==> src/rtl/lsu_mem_sequencer_if.sv <==
// Data-memory bus between the load/store sequencer and the memory system.
// Single outstanding beat, req/ack handshake, 32-bit data lanes.
interface lsu_mem_sequencer_if #(
  parameter int ADDR_W = 32
) ();
  logic              bus_req;
  logic              bus_we;
  logic [ADDR_W-1:0] bus_addr;
  logic [3:0]        bus_be;
  logic [31:0]       bus_wdata;
  logic              bus_ack;
  logic [31:0]       bus_rdata;

  modport master (
    output bus_req, bus_we, bus_addr, bus_be, bus_wdata,
    input  bus_ack, bus_rdata
  );

  modport slave (
    input  bus_req, bus_we, bus_addr, bus_be, bus_wdata,
    output bus_ack, bus_rdata
  );
endinterface

==> src/rtl/lsu_mem_sequencer.sv <==
// Load/store sequencer: turns one decoded memory op into one or two word
// beats on the data bus, then reports a single done/err pulse with the
// extended load result and writeback control. All outputs are registered.
module lsu_mem_sequencer #(
  parameter int TIMEOUT_CYCLES = 255,
  parameter int ADDR_W         = 32
) (
  input  logic        clk,
  input  logic        rst_n,
  input  logic        start,
  input  logic        mem_read,
  input  logic        mem_write,
  input  logic [1:0]  access_size,
  input  logic        is_unsigned,
  input  logic [63:0] addr,
  input  logic [63:0] wdata,
  input  logic [4:0]  rd_in,
  output logic        busy,
  output logic        done,
  output logic        err,
  output logic [63:0] rdata,
  output logic        wb_en,
  output logic [4:0]  rd_out,
  lsu_mem_sequencer_if.master bus
);

  typedef enum logic [1:0] {
    IDLE  = 2'd0,
    BEAT0 = 2'd1,
    BEAT1 = 2'd2,
    FIN   = 2'd3
  } state_e;

  localparam logic [1:0] SZ_BYTE = 2'b00;
  localparam logic [1:0] SZ_HALF = 2'b01;
  localparam logic [1:0] SZ_WORD = 2'b10;
  localparam logic [1:0] SZ_DBL  = 2'b11;

  // Counter is sized for TIMEOUT_CYCLES-1; a zero parameter disables timeout.
  localparam int                CNT_W   = (TIMEOUT_CYCLES < 2) ? 1 : $clog2(TIMEOUT_CYCLES + 1);
  localparam bit                TO_EN   = (TIMEOUT_CYCLES != 0);
  localparam logic [CNT_W-1:0]  TO_LAST = CNT_W'(TIMEOUT_CYCLES - 1);

  // Byte enables of the first beat for a given size and byte offset.
  function automatic logic [3:0] beat_be(input logic [1:0] size, input logic [1:0] a);
    case (size)
      SZ_BYTE: beat_be = 4'b0001 << a;
      SZ_HALF: beat_be = 4'b0011 << {a[1], 1'b0};
      default: beat_be = 4'b1111;
    endcase
  endfunction

  // Store data replicated across all lanes so the enabled lanes carry it.
  function automatic logic [31:0] beat_wdata(input logic [1:0] size, input logic [31:0] w);
    case (size)
      SZ_BYTE: beat_wdata = {4{w[7:0]}};
      SZ_HALF: beat_wdata = {2{w[15:0]}};
      default: beat_wdata = w;
    endcase
  endfunction

  // Natural alignment check on the effective address.
  function automatic logic misaligned(input logic [1:0] size, input logic [2:0] a);
    case (size)
      SZ_HALF: misaligned = a[0];
      SZ_WORD: misaligned = (a[1:0] != 2'b00);
      SZ_DBL:  misaligned = (a[2:0] != 3'b000);
      default: misaligned = 1'b0;
    endcase
  endfunction

  // Lane selection and sign/zero extension for sub-doubleword loads.
  function automatic logic [63:0] extract_load(input logic [1:0] size, input logic uns,
                                               input logic [1:0] a, input logic [31:0] word);
    logic [7:0]  b;
    logic [15:0] h;
    b = word[{a, 3'b000} +: 8];
    h = word[{a[1], 4'b0000} +: 16];
    case (size)
      SZ_BYTE: extract_load = uns ? {56'd0, b} : {{56{b[7]}}, b};
      SZ_HALF: extract_load = uns ? {48'd0, h} : {{48{h[15]}}, h};
      SZ_WORD: extract_load = uns ? {32'd0, word} : {{32{word[31]}}, word};
      default: extract_load = {32'd0, word};
    endcase
  endfunction

  state_e            state_q, state_d;
  logic              busy_q, busy_d;
  logic              done_q, done_d;
  logic              err_q, err_d;
  logic [63:0]       rdata_q, rdata_d;
  logic              wb_en_q, wb_en_d;
  logic [4:0]        rd_q, rd_d;
  logic              bus_req_q, bus_req_d;
  logic              bus_we_q, bus_we_d;
  logic [ADDR_W-1:0] bus_addr_q, bus_addr_d;
  logic [3:0]        bus_be_q, bus_be_d;
  logic [31:0]       bus_wdata_q, bus_wdata_d;
  logic [CNT_W-1:0]  cnt_q, cnt_d;
  logic [1:0]        size_q, size_d;
  logic              uns_q, uns_d;
  logic [1:0]        lane_q, lane_d;
  logic              store_q, store_d;
  logic [31:0]       wdata_hi_q, wdata_hi_d;
  logic [31:0]       lo_word_q, lo_word_d;
  logic              release_s;
  logic              timeout_s;
  logic              unused_addr_s;

  // Address bits above the bus width never reach the bus.
  assign unused_addr_s = ^addr[63:ADDR_W];

  assign timeout_s = TO_EN && (cnt_q == TO_LAST);

  // Next-state, bus beat and completion logic.
  always_comb begin
    state_d     = state_q;
    done_d      = 1'b0;
    err_d       = 1'b0;
    rdata_d     = 64'd0;
    wb_en_d     = 1'b0;
    rd_d        = rd_q;
    bus_req_d   = bus_req_q;
    bus_we_d    = bus_we_q;
    bus_addr_d  = bus_addr_q;
    bus_be_d    = bus_be_q;
    bus_wdata_d = bus_wdata_q;
    cnt_d       = cnt_q;
    size_d      = size_q;
    uns_d       = uns_q;
    lane_d      = lane_q;
    store_d     = store_q;
    wdata_hi_d  = wdata_hi_q;
    lo_word_d   = lo_word_q;
    release_s   = 1'b0;

    case (state_q)
      IDLE: begin
        if (start && (mem_read ^ mem_write)) begin
          size_d     = access_size;
          uns_d      = is_unsigned;
          lane_d     = addr[1:0];
          store_d    = mem_write;
          wdata_hi_d = wdata[63:32];
          rd_d       = rd_in;
          cnt_d      = {CNT_W{1'b0}};
          if (misaligned(access_size, addr[2:0])) begin
            state_d = FIN;
            done_d  = 1'b1;
            err_d   = 1'b1;
          end else begin
            state_d     = BEAT0;
            bus_req_d   = 1'b1;
            bus_we_d    = mem_write;
            bus_addr_d  = {addr[ADDR_W-1:2], 2'b00};
            bus_be_d    = beat_be(access_size, addr[1:0]);
            bus_wdata_d = beat_wdata(access_size, wdata[31:0]);
          end
        end else begin
          state_d = IDLE;
        end
      end

      BEAT0: begin
        if (bus.bus_ack) begin
          if (size_q == SZ_DBL) begin
            // Second beat follows immediately; bus_req stays high.
            state_d     = BEAT1;
            lo_word_d   = bus.bus_rdata;
            bus_addr_d  = bus_addr_q + ADDR_W'(4);
            bus_be_d    = 4'b1111;
            bus_wdata_d = wdata_hi_q;
            cnt_d       = {CNT_W{1'b0}};
          end else begin
            state_d   = FIN;
            done_d    = 1'b1;
            release_s = 1'b1;
            if (!store_q) begin
              rdata_d = extract_load(size_q, uns_q, lane_q, bus.bus_rdata);
              wb_en_d = 1'b1;
            end else begin
              rdata_d = 64'd0;
              wb_en_d = 1'b0;
            end
          end
        end else if (timeout_s) begin
          state_d   = FIN;
          done_d    = 1'b1;
          err_d     = 1'b1;
          release_s = 1'b1;
        end else begin
          cnt_d = cnt_q + CNT_W'(1);
        end
      end

      BEAT1: begin
        if (bus.bus_ack) begin
          state_d   = FIN;
          done_d    = 1'b1;
          release_s = 1'b1;
          if (!store_q) begin
            rdata_d = {bus.bus_rdata, lo_word_q};
            wb_en_d = 1'b1;
          end else begin
            rdata_d = 64'd0;
            wb_en_d = 1'b0;
          end
        end else if (timeout_s) begin
          // The low word of a double store has already been written.
          state_d   = FIN;
          done_d    = 1'b1;
          err_d     = 1'b1;
          release_s = 1'b1;
        end else begin
          cnt_d = cnt_q + CNT_W'(1);
        end
      end

      FIN: begin
        state_d = IDLE;
      end

      default: begin
        state_d   = IDLE;
        release_s = 1'b1;
      end
    endcase

    if (release_s) begin
      bus_req_d   = 1'b0;
      bus_we_d    = 1'b0;
      bus_addr_d  = {ADDR_W{1'b0}};
      bus_be_d    = 4'b0000;
      bus_wdata_d = 32'd0;
    end else begin
      bus_req_d   = bus_req_d;
    end

    busy_d = (state_d == BEAT0) || (state_d == BEAT1);
  end

  // State and output registers with synchronous active-low reset.
  always_ff @(posedge clk) begin
    if (!rst_n) begin
      state_q     <= IDLE;
      busy_q      <= 1'b0;
      done_q      <= 1'b0;
      err_q       <= 1'b0;
      rdata_q     <= 64'd0;
      wb_en_q     <= 1'b0;
      rd_q        <= 5'd0;
      bus_req_q   <= 1'b0;
      bus_we_q    <= 1'b0;
      bus_addr_q  <= {ADDR_W{1'b0}};
      bus_be_q    <= 4'b0000;
      bus_wdata_q <= 32'd0;
      cnt_q       <= {CNT_W{1'b0}};
      size_q      <= 2'b00;
      uns_q       <= 1'b0;
      lane_q      <= 2'b00;
      store_q     <= 1'b0;
      wdata_hi_q  <= 32'd0;
      lo_word_q   <= 32'd0;
    end else begin
      state_q     <= state_d;
      busy_q      <= busy_d;
      done_q      <= done_d;
      err_q       <= err_d;
      rdata_q     <= rdata_d;
      wb_en_q     <= wb_en_d;
      rd_q        <= rd_d;
      bus_req_q   <= bus_req_d;
      bus_we_q    <= bus_we_d;
      bus_addr_q  <= bus_addr_d;
      bus_be_q    <= bus_be_d;
      bus_wdata_q <= bus_wdata_d;
      cnt_q       <= cnt_d;
      size_q      <= size_d;
      uns_q       <= uns_d;
      lane_q      <= lane_d;
      store_q     <= store_d;
      wdata_hi_q  <= wdata_hi_d;
      lo_word_q   <= lo_word_d;
    end
  end

  assign busy          = busy_q;
  assign done          = done_q;
  assign err           = err_q;
  assign rdata         = rdata_q;
  assign wb_en         = wb_en_q;
  assign rd_out        = rd_q;
  assign bus.bus_req   = bus_req_q;
  assign bus.bus_we    = bus_we_q;
  assign bus.bus_addr  = bus_addr_q;
  assign bus.bus_be    = bus_be_q;
  assign bus.bus_wdata = bus_wdata_q;

endmodule

==> src/flat_wrapper.sv <==
// flat-port wrapper written by rule: the top's interface ports become plain ports
module lsu_mem_sequencer_flat 
#(
  parameter int TIMEOUT_CYCLES = 255,
  parameter int ADDR_W         = 32
)
  (clk, rst_n, start, mem_read, mem_write, access_size, is_unsigned, addr, wdata, rd_in, busy, done, err, rdata, wb_en, rd_out, bus_bus_req, bus_bus_we, bus_bus_addr, bus_bus_be, bus_bus_wdata, bus_bus_ack, bus_bus_rdata);
  lsu_mem_sequencer_if #(.ADDR_W(ADDR_W)) bus_i ();
  input  logic clk;
  input  logic rst_n;
  input  logic start;
  input  logic mem_read;
  input  logic mem_write;
  input  logic [1:0] access_size;
  input  logic is_unsigned;
  input  logic [63:0] addr;
  input  logic [63:0] wdata;
  input  logic [4:0] rd_in;
  output logic busy;
  output logic done;
  output logic err;
  output logic [63:0] rdata;
  output logic wb_en;
  output logic [4:0] rd_out;
  output wire logic [$bits(bus_i.bus_req)-1:0] bus_bus_req;
  output wire logic [$bits(bus_i.bus_we)-1:0] bus_bus_we;
  output wire logic [$bits(bus_i.bus_addr)-1:0] bus_bus_addr;
  output wire logic [$bits(bus_i.bus_be)-1:0] bus_bus_be;
  output wire logic [$bits(bus_i.bus_wdata)-1:0] bus_bus_wdata;
  input wire logic [$bits(bus_i.bus_ack)-1:0] bus_bus_ack;
  input wire logic [$bits(bus_i.bus_rdata)-1:0] bus_bus_rdata;
  assign bus_bus_req = bus_i.bus_req;
  assign bus_bus_we = bus_i.bus_we;
  assign bus_bus_addr = bus_i.bus_addr;
  assign bus_bus_be = bus_i.bus_be;
  assign bus_bus_wdata = bus_i.bus_wdata;
  assign bus_i.bus_ack = bus_bus_ack;
  assign bus_i.bus_rdata = bus_bus_rdata;
  lsu_mem_sequencer #(.TIMEOUT_CYCLES(TIMEOUT_CYCLES), .ADDR_W(ADDR_W)) u_core (.clk(clk), .rst_n(rst_n), .start(start), .mem_read(mem_read), .mem_write(mem_write), .access_size(access_size), .is_unsigned(is_unsigned), .addr(addr), .wdata(wdata), .rd_in(rd_in), .busy(busy), .done(done), .err(err), .rdata(rdata), .wb_en(wb_en), .rd_out(rd_out), .bus(bus_i));
endmodule
==> config.mk <==
export PLATFORM = sky130hd
export DESIGN_NAME = lsu_mem_sequencer_flat
export DESIGN_NICKNAME = d
export VERILOG_FILES = /design/src/rtl/lsu_mem_sequencer_if.sv /design/src/rtl/lsu_mem_sequencer.sv /design/src/flat_wrapper.sv
export SDC_FILE = /design/constraint.sdc
export NUM_CORES = 1
export LEC_CHECK = 0
export ABC_AREA = 1
export CAP_MARGIN = 40
export CORE_MARGIN = 2
export CORE_UTILIZATION = 43
export CTS_CLUSTER_DIAMETER = 200
export CTS_CLUSTER_SIZE = 8
export DETAILED_ROUTE_END_ITERATION = 10
export PLACE_DENSITY = 0.77
export SLEW_MARGIN = 20
export SYNTH_ARGS = -nofsm -noshare
export SYNTH_HDL_FRONTEND = slang
export SYNTH_SLANG_ARGS = --single-unit
==> constraint.sdc <==
create_clock -name clk -period 1.6 [get_ports clk]
set_clock_uncertainty 0.05 [all_clocks]
set_input_delay 0.48 -clock clk [delete_from_list [all_inputs] [get_ports clk]]
set_output_delay 0.48 -clock clk [all_outputs]
set_load 0.02 [all_outputs]
==> flow_metrics.env, run 1 <==
export IMPL_root_buffer="clkbuf_16"
export IMPL_gate_count_after_technology_mapping=1532
export IMPL_drive_above_1_share_pct=32.3
export IMPL_final_min_period_over_clock_period_pct=111
export IMPL_synth_ff_latch_count=221
export IMPL_wire_per_inst_um=19.4
export IMPL_multi_input_comb_area_sq_um=6050
export IMPL_fill_cells=1740
export IMPL_totalWireLength_um=44400
export IMPL_f_max_mhz=563
export IMPL_gr_total_overflow=0
export IMPL_seq_area_frac_synth_pct=42.9
export IMPL_top_level_ports=317
export IMPL_leakage_nw=6.99
export IMPL_busiest_layer="met2"
export IMPL_reg2reg_depth=10
export IMPL_initial_utilization_pct=43.8
export IMPL_cts_max_path_buffers=3
export IMPL_groute_layer_met3_usage_pct=5.93
export IMPL_antenna_left=0
export IMPL_post_route_drc_count=0
export IMPL_cts_buffers_inserted=31
export IMPL_mappedNetlistArea_sq_um=10300
export IMPL_setup_viol=168
export IMPL_critical_path_required_ns=1.98
export IMPL_vias_per_cell=5.63
export IMPL_globalplace_congestion=0.948
export IMPL_grt_first_pass_wirelength_um=60200
export IMPL_rsz0062_at_grt="true"
export IMPL_dp_hpwl_um=26900
export IMPL_final_seq_area_sq_um=4510
export IMPL_syn2layout_area_growth_pct=62.9
export IMPL_synth_async_sr_flop_share_pct=0
export IMPL_cts_reportedPaths_clkPinSlew_ns=0.05
export IMPL_report_final_slew_viol_count=0
export IMPL_dpl_instance_area_sq_um=14800
export IMPL_placement_rows=56
export IMPL_die_h_um=159
export IMPL_grt_start_max_net_pins=54
export IMPL_die_area_sq_um=25200
export IMPL_critPathCaptureType="flip-flop"
export IMPL_critical_path_arrival_ns=2.16
export IMPL_final_hold_worst_slack_ns=0.216
export IMPL_synth_cell_types=38
export IMPL_io_buffers=282
export IMPL_timing_max_cap_violations=0
export IMPL_drt_pre_antenna_iters=8
export IMPL_detailedPlace_worstSlack_ns=-0.707
export IMPL_post_synth_cell_area_avg_sq_um=6.73
export IMPL_reg2reg_slack_ns=-0.18
export IMPL_synth_edf_count=0
export IMPL_final_hold_viol_count=0
export IMPL_clock_sinks=221
export IMPL_ir_worst_vdd_mv=0.803
export IMPL_final_period_minus_worst_setup_slack_ns=1.78
export IMPL_run_status="finished, violations left"
export IMPL_mostFrequentLayoutCells="nand2_1, buf_4, dfxtp_1, nor2_1, clkdlybuf4s50_1"
export IMPL_source_to_sink_clock_delay_at_the_later_pin_of_the_worst_skew_pair_ns=0.55
export IMPL_floorplan_die_width_um=159
export IMPL_worstPathMaxFanout=6
export IMPL_timing_setup_critical_path_class="reg2reg"
export IMPL_routed_via_count=12900
export IMPL_power_density_cell_area_nw_per_um2=917
export IMPL_postSynth_topFlopCell="dfxtp_1"
export IMPL_detailedRoute_firstIterationViolations=1252
export IMPL_met2_usage_pct=48.7
export IMPL_synthesis_yosys_warnings=0
export IMPL_worst_setup_path_start_kind="flip-flop"
export IMPL_violations="setup timing"
export IMPL_core_area_sq_um=23500
export IMPL_postLayoutCellArea_sq_um=16800
export IMPL_mostFrequentLayoutCell="nand2_1"
export IMPL_vias_in_the_first_global_route=11400
export IMPL_met1_usage_pct=36.2
export IMPL_hp_class="in2reg"
export IMPL_postCtsHoldBufs=0
export IMPL_initial_antenna_violation_count=0
export IMPL_post_route_worst_setup_slack_ns=-0.177
export IMPL_layout_nets=2148
export IMPL_global_route_usage_total_pct=29.2
export IMPL_hold_depth=3
export IMPL_tritoncts="yes"
export IMPL_cts_htree_levels=1
==> logic make-up (layout without fill, tap and decap cells) <==
logic type               after synthesis  in the layout  synth area share [%]
AO/OA/AOI/OAI                        343            343                  18.0
XOR/XNOR                               6              6                 0.510
adder cells (fa/ha/maj)                8              8                 0.971
buffers and inverters                178            611                  7.12
flip-flops                           221            221                  42.9
other                                  1              5                0.0364
AND/OR/NAND/NOR                      775            775                  30.4
==> path summary, 6_finish.rpt <==
check / from / endpoint
setup / recovery: u_core.state_q[0] / u_core.bus.bus_wdata[19]
hold / removal: bus_bus_rdata[23] / u_core.lo_word_q[23]
setup reg to reg: u_core.state_q[0] / u_core.bus.bus_wdata[19]
hold reg to reg: u_core.wdata_hi_q[20] / u_core.wdata_hi_q[20]
==> Yosys cell counts (all sizes together), types with 8 or more instances <==
cell type | count | area (sq um)
nand3b | 8 | 60.1
dfxtp | 221 | 4420
a211oi | 10 | 75.1
buf | 40 | 215
o211ai | 13 | 97.6
nand3 | 80 | 413
nor2 | 181 | 707
inv | 84 | 315
nand2 | 494 | 1860
ha | 8 | 100
o21ai | 107 | 539
a21oi | 181 | 906
clkbuf | 51 | 191
a22oi | 29 | 218
==> per-stage QoR <==
step	TNS, ns	total power, mW	util [%]	cells
floorplan	0	7.52	-	1533
global placement	-107.83	9.14	62.8	2215
detailed placement	-112.23	9.18	62.8	2215
CTS	-6.65	14.9	65.8	2262
global route	-23.71	15.9	71.3	2285
finish	-14.91	15.4	71.3	2288
==> per-layer routing <==
layer	share of wire [%]	up-vias
met2	46	920
li1	-	5851
met1	36	5886
met3	11	234
met5	0	-
met4	7.1	0
==> worst max-delay path: stages (launching register included) <==
cell and delay [ns]:
dfxtp_4 0.36, inv_2 0.12, ha_4 0.17, inv_2 0.07, nand2_2 0.11, nand2_4 0.07
o21ai_4 0.19, buf_6 0.13, clkinvlp_4 0.19, o21ai_1 0.14, nor2_1 0.06
==> final cells by class <==
cell class / count / area share, %
Tap cell: 319 / 2.38
Timing Repair inverter: 1 / 0.0447
Sequential cell: 221 / 26.8
Multi-Input combinational cell: 1134 / 36.0
Clock inverter: 2 / 0.0819
Inverter: 87 / 2.13
Antenna cell: 3 / 0.0447
Timing Repair Buffer: 490 / 27.8
Clock buffer: 31 / 4.62
==> power breakdown <==
part	switching, mW	total (mW)	internal, mW
registers	0.209	6.00	5.79
clock network	2.28	5.64	3.36
logic	2.09	3.77	1.68
==> state kept, by name (all words and copies together), names as in the netlist, 4 cells and up <==
register	flops
u_core.wdata_hi_q	32
u_core.bus.bus_be	4
u_core.cnt_q	8
u_core.lo_word_q	32
u_core.rd_out	5
u_core.bus.bus_wdata	32
u_core.rdata	64
u_core.bus.bus_addr	30
==> what timing repair did <==
item / 4_1_cts / 5_1_grt
setup endpoints to repair: 264 / 217
pin swaps: 16 / 66
gates resized for setup: 722 / 275
gates cloned: 5 / 15
buffers inserted: 9 / 10
Power figures use the tool's default switching activity.
==> run 2, diff against run 1 <==
CELL_PAD_IN_SITES_DETAIL_PLACEMENT = 0   (was default)
CELL_PAD_IN_SITES_GLOBAL_PLACEMENT = 1   (was default)
CORE_UTILIZATION = 29   (was 43)
PLACE_DENSITY = default   (was 0.77)
PLACE_DENSITY_LB_ADDON = 0.1   (was default)
==> flow_metrics.env, run 2 (synthesis gave the netlist of run 1 again) <==
export IMPL_routed_via_count=11800
export IMPL_regToRegStartpoint="u_core.state_q[1]"
export IMPL_reg2reg_depth=10
export IMPL_power_total_mw=15.6
export IMPL_grt_start_max_net_pins=34
export IMPL_run_status="finished, violations left"
export IMPL_die_h_um=193
export IMPL_initial_utilization_pct=29.2
export IMPL_vias_per_cell=4.77
export IMPL_vias_in_the_first_global_route=11300
export IMPL_dp_hpwl_um=30300
export IMPL_worstPathMaxFanout=6
export IMPL_io_buffers=282
export IMPL_ir_worst_vdd_mv=0.840
export IMPL_critical_path_arrival_ns=2.18
export IMPL_wire_per_inst_um=17.0
export IMPL_detailedRoute_firstIterationViolations=596
export IMPL_cts_max_path_buffers=3
export IMPL_postLayoutCellArea_sq_um=17100
export IMPL_hp_class="in2reg"
export IMPL_mostFrequentLayoutCell="nand2_1"
export IMPL_leakage_nw=7.07
export IMPL_totalWireLength_um=42000
export IMPL_floorplan_die_width_um=193
export IMPL_timing_setup_critical_path_class="reg2reg"
export IMPL_timing_critical_path_from="u_core.state_q[1]"
export IMPL_post_route_drc_count=0
export IMPL_rsz0062_at_grt="true"
export IMPL_reg2reg_slack_ns=-0.19
export IMPL_report_final_slew_viol_count=0
export IMPL_globalplace_congestion=0.863
export IMPL_worst_setup_path_start_kind="flip-flop"
export IMPL_critical_path_required_ns=1.99
export IMPL_die_area_sq_um=37100
export IMPL_tritoncts="yes"
export IMPL_setup_viol=83
export IMPL_syn2layout_area_growth_pct=66.0
export IMPL_core_area_sq_um=35300
export IMPL_final_hold_worst_slack_ns=0.229
export IMPL_initial_antenna_violation_count=1
export IMPL_top_level_ports=317
export IMPL_f_max_mhz=560
export IMPL_cts_buffers_inserted=31
export IMPL_final_period_minus_worst_setup_slack_ns=1.79
export IMPL_post_route_worst_setup_slack_ns=-0.185
export IMPL_layout_nets=2191
export IMPL_endpoint="u_core.bus.bus_wdata[23]"
export IMPL_clock_sinks=221
export IMPL_r2r_end="u_core.bus.bus_wdata[23]"
export IMPL_grt_first_pass_wirelength_um=62100
export IMPL_fill_cells=3598
export IMPL_gr_total_overflow=0
export IMPL_root_buffer="clkbuf_16"
export IMPL_power_density_cell_area_nw_per_um2=909
export IMPL_global_route_usage_total_pct=21.4
export IMPL_drt_pre_antenna_iters=5
export IMPL_timing_max_cap_violations=0
export IMPL_critPathCaptureType="flip-flop"
export IMPL_final_hold_viol_count=0
export IMPL_source_to_sink_clock_delay_at_the_later_pin_of_the_worst_skew_pair_ns=0.57
export IMPL_violations="setup timing"
export IMPL_mostFrequentLayoutCells="nand2_1, buf_4, a21oi_1, nor2_1, dfxtp_1"
export IMPL_drive_above_1_share_pct=30.8
export IMPL_largest_register_ff_count=64
export IMPL_postCtsHoldBufs=0
export IMPL_placement_rows=69
export IMPL_cts_htree_levels=1
export IMPL_dpl_instance_area_sq_um=15400
export IMPL_cts_reportedPaths_clkPinSlew_ns=0.05
export IMPL_final_min_period_over_clock_period_pct=112
export IMPL_antenna_left=0
[run 2: report_power, final]
| group | total, mW | leakage [nW] | internal, mW | switching, mW |
|---|---|---|---|---|
| Combinational | 3.73 | 4.83 | 1.82 | 1.91 |
| Sequential | 6.01 | 1.84 | 5.80 | 0.216 |
| Clock | 5.82 | 0.396 | 3.38 | 2.43 |
[run 2: layer usage]
layer	GRT usage (%)	routed length, um	vias to the layer above
met5	0	0	-
met1	28.7	19200	5459
li1	-	-	5939
met3	4.07	2610	52
met2	35.0	19300	331
met4	5.84	884	0
[run 2: worst min-delay path by stage]
stage	start	endpoint	slack [ns]	depth (start not counted)
after floorplan	u_core.wdata_hi_q[16]	u_core.wdata_hi_q[16]	0.37	2
after global placement	u_core.wdata_hi_q[20]	u_core.wdata_hi_q[20]	0.39	2
after detailed placement	u_core.wdata_hi_q[22]	u_core.wdata_hi_q[22]	0.39	2
after CTS	rst_n	u_core.uns_q	0.21	3
after global routing	rst_n	u_core.size_q[0]	0.24	3
final	rst_n	u_core.uns_q	0.23	3
[run 2: timing repair]
| action | CTS | global route |
|---|---|---|
| resized for setup | 829 | 158 |
| setup endpoints to repair | 301 | 227 |
| cloned | 1 | 9 |
| setup buffers | 26 | 8 |
| pin swaps | 22 | 22 |
[run 2: final cells by class]
class,instances,area (sq um),area share [%]
Clock buffer,31,776,4.53
Sequential cell,221,4580,26.7
Timing Repair inverter,1,7.51,0.0438
Timing Repair Buffer,533,5220,30.5
Tap cell,461,577,3.37
Inverter,87,357,2.08
Antenna cell,1,2.50,0.0146
Multi-Input combinational cell,1134,5580,32.6
Clock inverter,2,25.0,0.146
[run 2: per-stage QoR]
step                std cells  setup slack [ns]  setup TNS (ns)  util, %
finish                   2471            -0.185           -8.89     48.5
floorplan                1533           0.00387               0        -
CTS                      2455            -0.145           -7.57     46.3
detailed placement       2395            -0.740         -118.64     43.5
global placement         2395            -0.650         -115.40     43.5
global route             2471            -0.270          -15.03     48.5
[run 2: critical path, cell delays in order, from the launching register on]
cell        delay (ns)
dfxtp_2           0.35
inv_4             0.05
buf_6             0.11
ha_4              0.27
inv_4             0.03
buf_6             0.10
o21ai_4           0.21
buf_6             0.14
clkinvlp_4        0.16
o21ai_1           0.13
nor2_1            0.05
==> run 3, diff against run 2 <==
CORE_MARGIN = default   (was 2)
==> flow_metrics.env, run 3 (synthesis gave the netlist of run 1 again) <==
export IMPL_run_status="finished, violations left"
export IMPL_violations="setup timing"
export IMPL_final_min_period_over_clock_period_pct=111
export IMPL_layout_nets=2208
export IMPL_timing_critical_path_from="u_core.cnt_q[0]"
export IMPL_drive_above_1_share_pct=37.5
export IMPL_leakage_nw=7.47
export IMPL_wire_per_inst_um=18.6
export IMPL_grt_first_pass_wirelength_um=64000
export IMPL_crit_cells=12
export IMPL_critical_path_required_ns=1.99
export IMPL_critPathTopFamily="simple AND/OR/NAND/NOR gates"
export IMPL_tritoncts="yes"
export IMPL_mostFrequentLayoutCells="nand2_1, buf_4, dfxtp_1, nor2_1, clkdlybuf4s50_1"
export IMPL_critPathBufInv=4
export IMPL_grt_start_max_net_pins=50
export IMPL_worst_setup_path_start_kind="flip-flop"
export IMPL_reg2reg_depth=12
export IMPL_power_total_mw=15.9
export IMPL_postCtsHoldBufs=0
export IMPL_postLayoutCoreUtil_pct=52.2
export IMPL_initial_antenna_violation_count=1
export IMPL_endpoint="u_core.bus.bus_wdata[17]"
export IMPL_cts_max_path_buffers=3
export IMPL_final_hold_worst_slack_ns=0.268
export IMPL_io_buffers=282
export IMPL_slowest_stage="dfxtp_2"
export IMPL_critical_path_arrival_ns=2.17
export IMPL_ir_worst_vdd_mv=0.814
export IMPL_seq_power_share_pct=37.9
export IMPL_totalWireLength_um=46200
export IMPL_regToRegStartpoint="u_core.cnt_q[0]"
export IMPL_placement_rows=68
export IMPL_globalplace_congestion=0.859
export IMPL_final_hold_viol_count=0
export IMPL_reg2reg_slack_ns=-0.18
export IMPL_fill_cells=3387
export IMPL_critPathCaptureType="flip-flop"
export IMPL_routed_via_count=12000
export IMPL_post_route_worst_setup_slack_ns=-0.177
export IMPL_power_switching_share_pct=30.0
export IMPL_clock_sinks=221
export IMPL_crit_path_cell_trace="inv_2, ha_2, and3_4, nand2_4, nand2_4, nand2_2, o21ai_4, buf_6, clkinvlp_4, buf_12, o21ai_0, nor2_1"
export IMPL_setup_viol=151
export IMPL_vias_per_cell=4.85
export IMPL_worstPathMaxFanout=11
export IMPL_source_to_sink_clock_delay_at_the_later_pin_of_the_worst_skew_pair_ns=0.57
export IMPL_initial_utilization_pct=29.6
export IMPL_final_period_minus_worst_setup_slack_ns=1.78
export IMPL_die_h_um=191
export IMPL_power_net_switching_mw=4.76
export IMPL_cts_reportedPaths_clkPinSlew_ns=0.06
export IMPL_top_level_ports=317
export IMPL_f_max_mhz=563
export IMPL_mostFrequentLayoutCell="nand2_1"
export IMPL_die_area_sq_um=36300
export IMPL_root_buffer="clkbuf_16"
export IMPL_pwr_share_clk_pct=36.5
export IMPL_cts_htree_levels=1
export IMPL_detailedRoute_firstIterationViolations=673
export IMPL_report_final_slew_viol_count=0
export IMPL_timing_critical_path_slowest_cell_delay_ns=0.32
export IMPL_core_area_sq_um=34800
export IMPL_timing_max_cap_violations=0
export IMPL_cts_buffers_inserted=31
export IMPL_dp_hpwl_um=29500
export IMPL_detailedPlace_worstSlack_ns=-0.665
export IMPL_floorplan_die_width_um=191
export IMPL_antenna_left=0
export IMPL_timing_setup_critical_path_class="reg2reg"
export IMPL_drt_pre_antenna_iters=5
export IMPL_global_route_usage_total_pct=22.6
export IMPL_hp_class="in2reg"
export IMPL_power_share_combinational_pct=25.6
export IMPL_r2r_end="u_core.bus.bus_wdata[17]"
export IMPL_post_route_drc_count=0
export IMPL_power_density_cell_area_nw_per_um2=874
export IMPL_vias_in_the_first_global_route=11400
export IMPL_p_int_mw=11.1
export IMPL_largest_register_ff_count=64
export IMPL_gr_total_overflow=0
export IMPL_critical_path_top_cell_by_count="nand2_4"
export IMPL_rsz0062_at_grt="true"
export IMPL_syn2layout_area_growth_pct=76.2
[run 3: cell count changes in the layout (fill, tap and decap cells not counted), moves of 8 or more]
cell / previous run / this run
o21ai_0: 87 / 78
clkbuf_16: 40 / 51
nand2_4: 8 / 27
dfxtp_2: 60 / 52
a21oi_1: 166 / 93
nor2_1: 165 / 140
nand2_1: 475 / 449
a21oi_2: 14 / 87
o21ai_1: 9 / 21
nor2_4: 7 / 25
[run 3: timing repair]
item / in CTS / in global routing
gates resized for setup: 837 / 356
buffers inserted: 28 / 17
gates cloned: 5 / 27
pin swaps: 11 / 57
endpoints found under the setup margin: 286 / 271
[run 3: stage by stage]
step | cells | instance area [sq um] | TNS (ns)
global placement | 2374 | 15000 | -109.04
CTS | 2438 | 16200 | -7.68
detailed placement | 2374 | 15000 | -115.86
global route | 2482 | 18200 | -23.45
finish | 2482 | 18200 | -10.32
floorplan | 1533 | 10300 | 0
[run 3: layout make-up]
class | instances | area, sq um | area share, %
inverters | 87 | 365 | 2.01
repair buffers | 551 | 5640 | 31.1
diodes | 1 | 2.50 | 0.0138
multi-input cells | 1134 | 6210 | 34.2
well taps | 455 | 569 | 3.13
clock inverters | 2 | 25.0 | 0.138
clock buffers | 31 | 776 | 4.27
flip-flops and latches | 221 | 4580 | 25.2
[run 3: worst min-delay path by stage]
stage / cells after the start / from / to
after floorplan: 2 / u_core.wdata_hi_q[16] / u_core.wdata_hi_q[16]
after global placement: 2 / u_core.wdata_hi_q[21] / u_core.wdata_hi_q[21]
after detailed placement: 2 / u_core.wdata_hi_q[21] / u_core.wdata_hi_q[21]
after CTS: 3 / rst_n / u_core.lane_q[1]
after global routing: 3 / rst_n / u_core.lane_q[1]
final: 3 / rst_n / u_core.lane_q[1]
[run 3: metal layers]
layer	vias to the layer above	wire length (um)	track usage [%]
met2	371	21400	36.9
met4	0	707	4.09
li1	5967	-	-
met3	48	2660	3.88
met5	-	0	0
met1	5663	21400	31.2
[run 3: tightest hold or removal path, cell delays in order]
cell and delay, ns:
buf_2 0.21, o21ai_0 0.11, a21oi_1 0.04
[run 3: power groups by stage]
stage                     registers [mW]  logic, mW  clock network (mW)
final                               6.02       4.07                5.80
after global routing                6.04       4.37                6.18
after CTS                           5.99       3.39                5.95
after detailed placement            6.08       3.17                   0
after global placement              6.08       3.16                   0
after floorplan                     6.26       1.26                   0
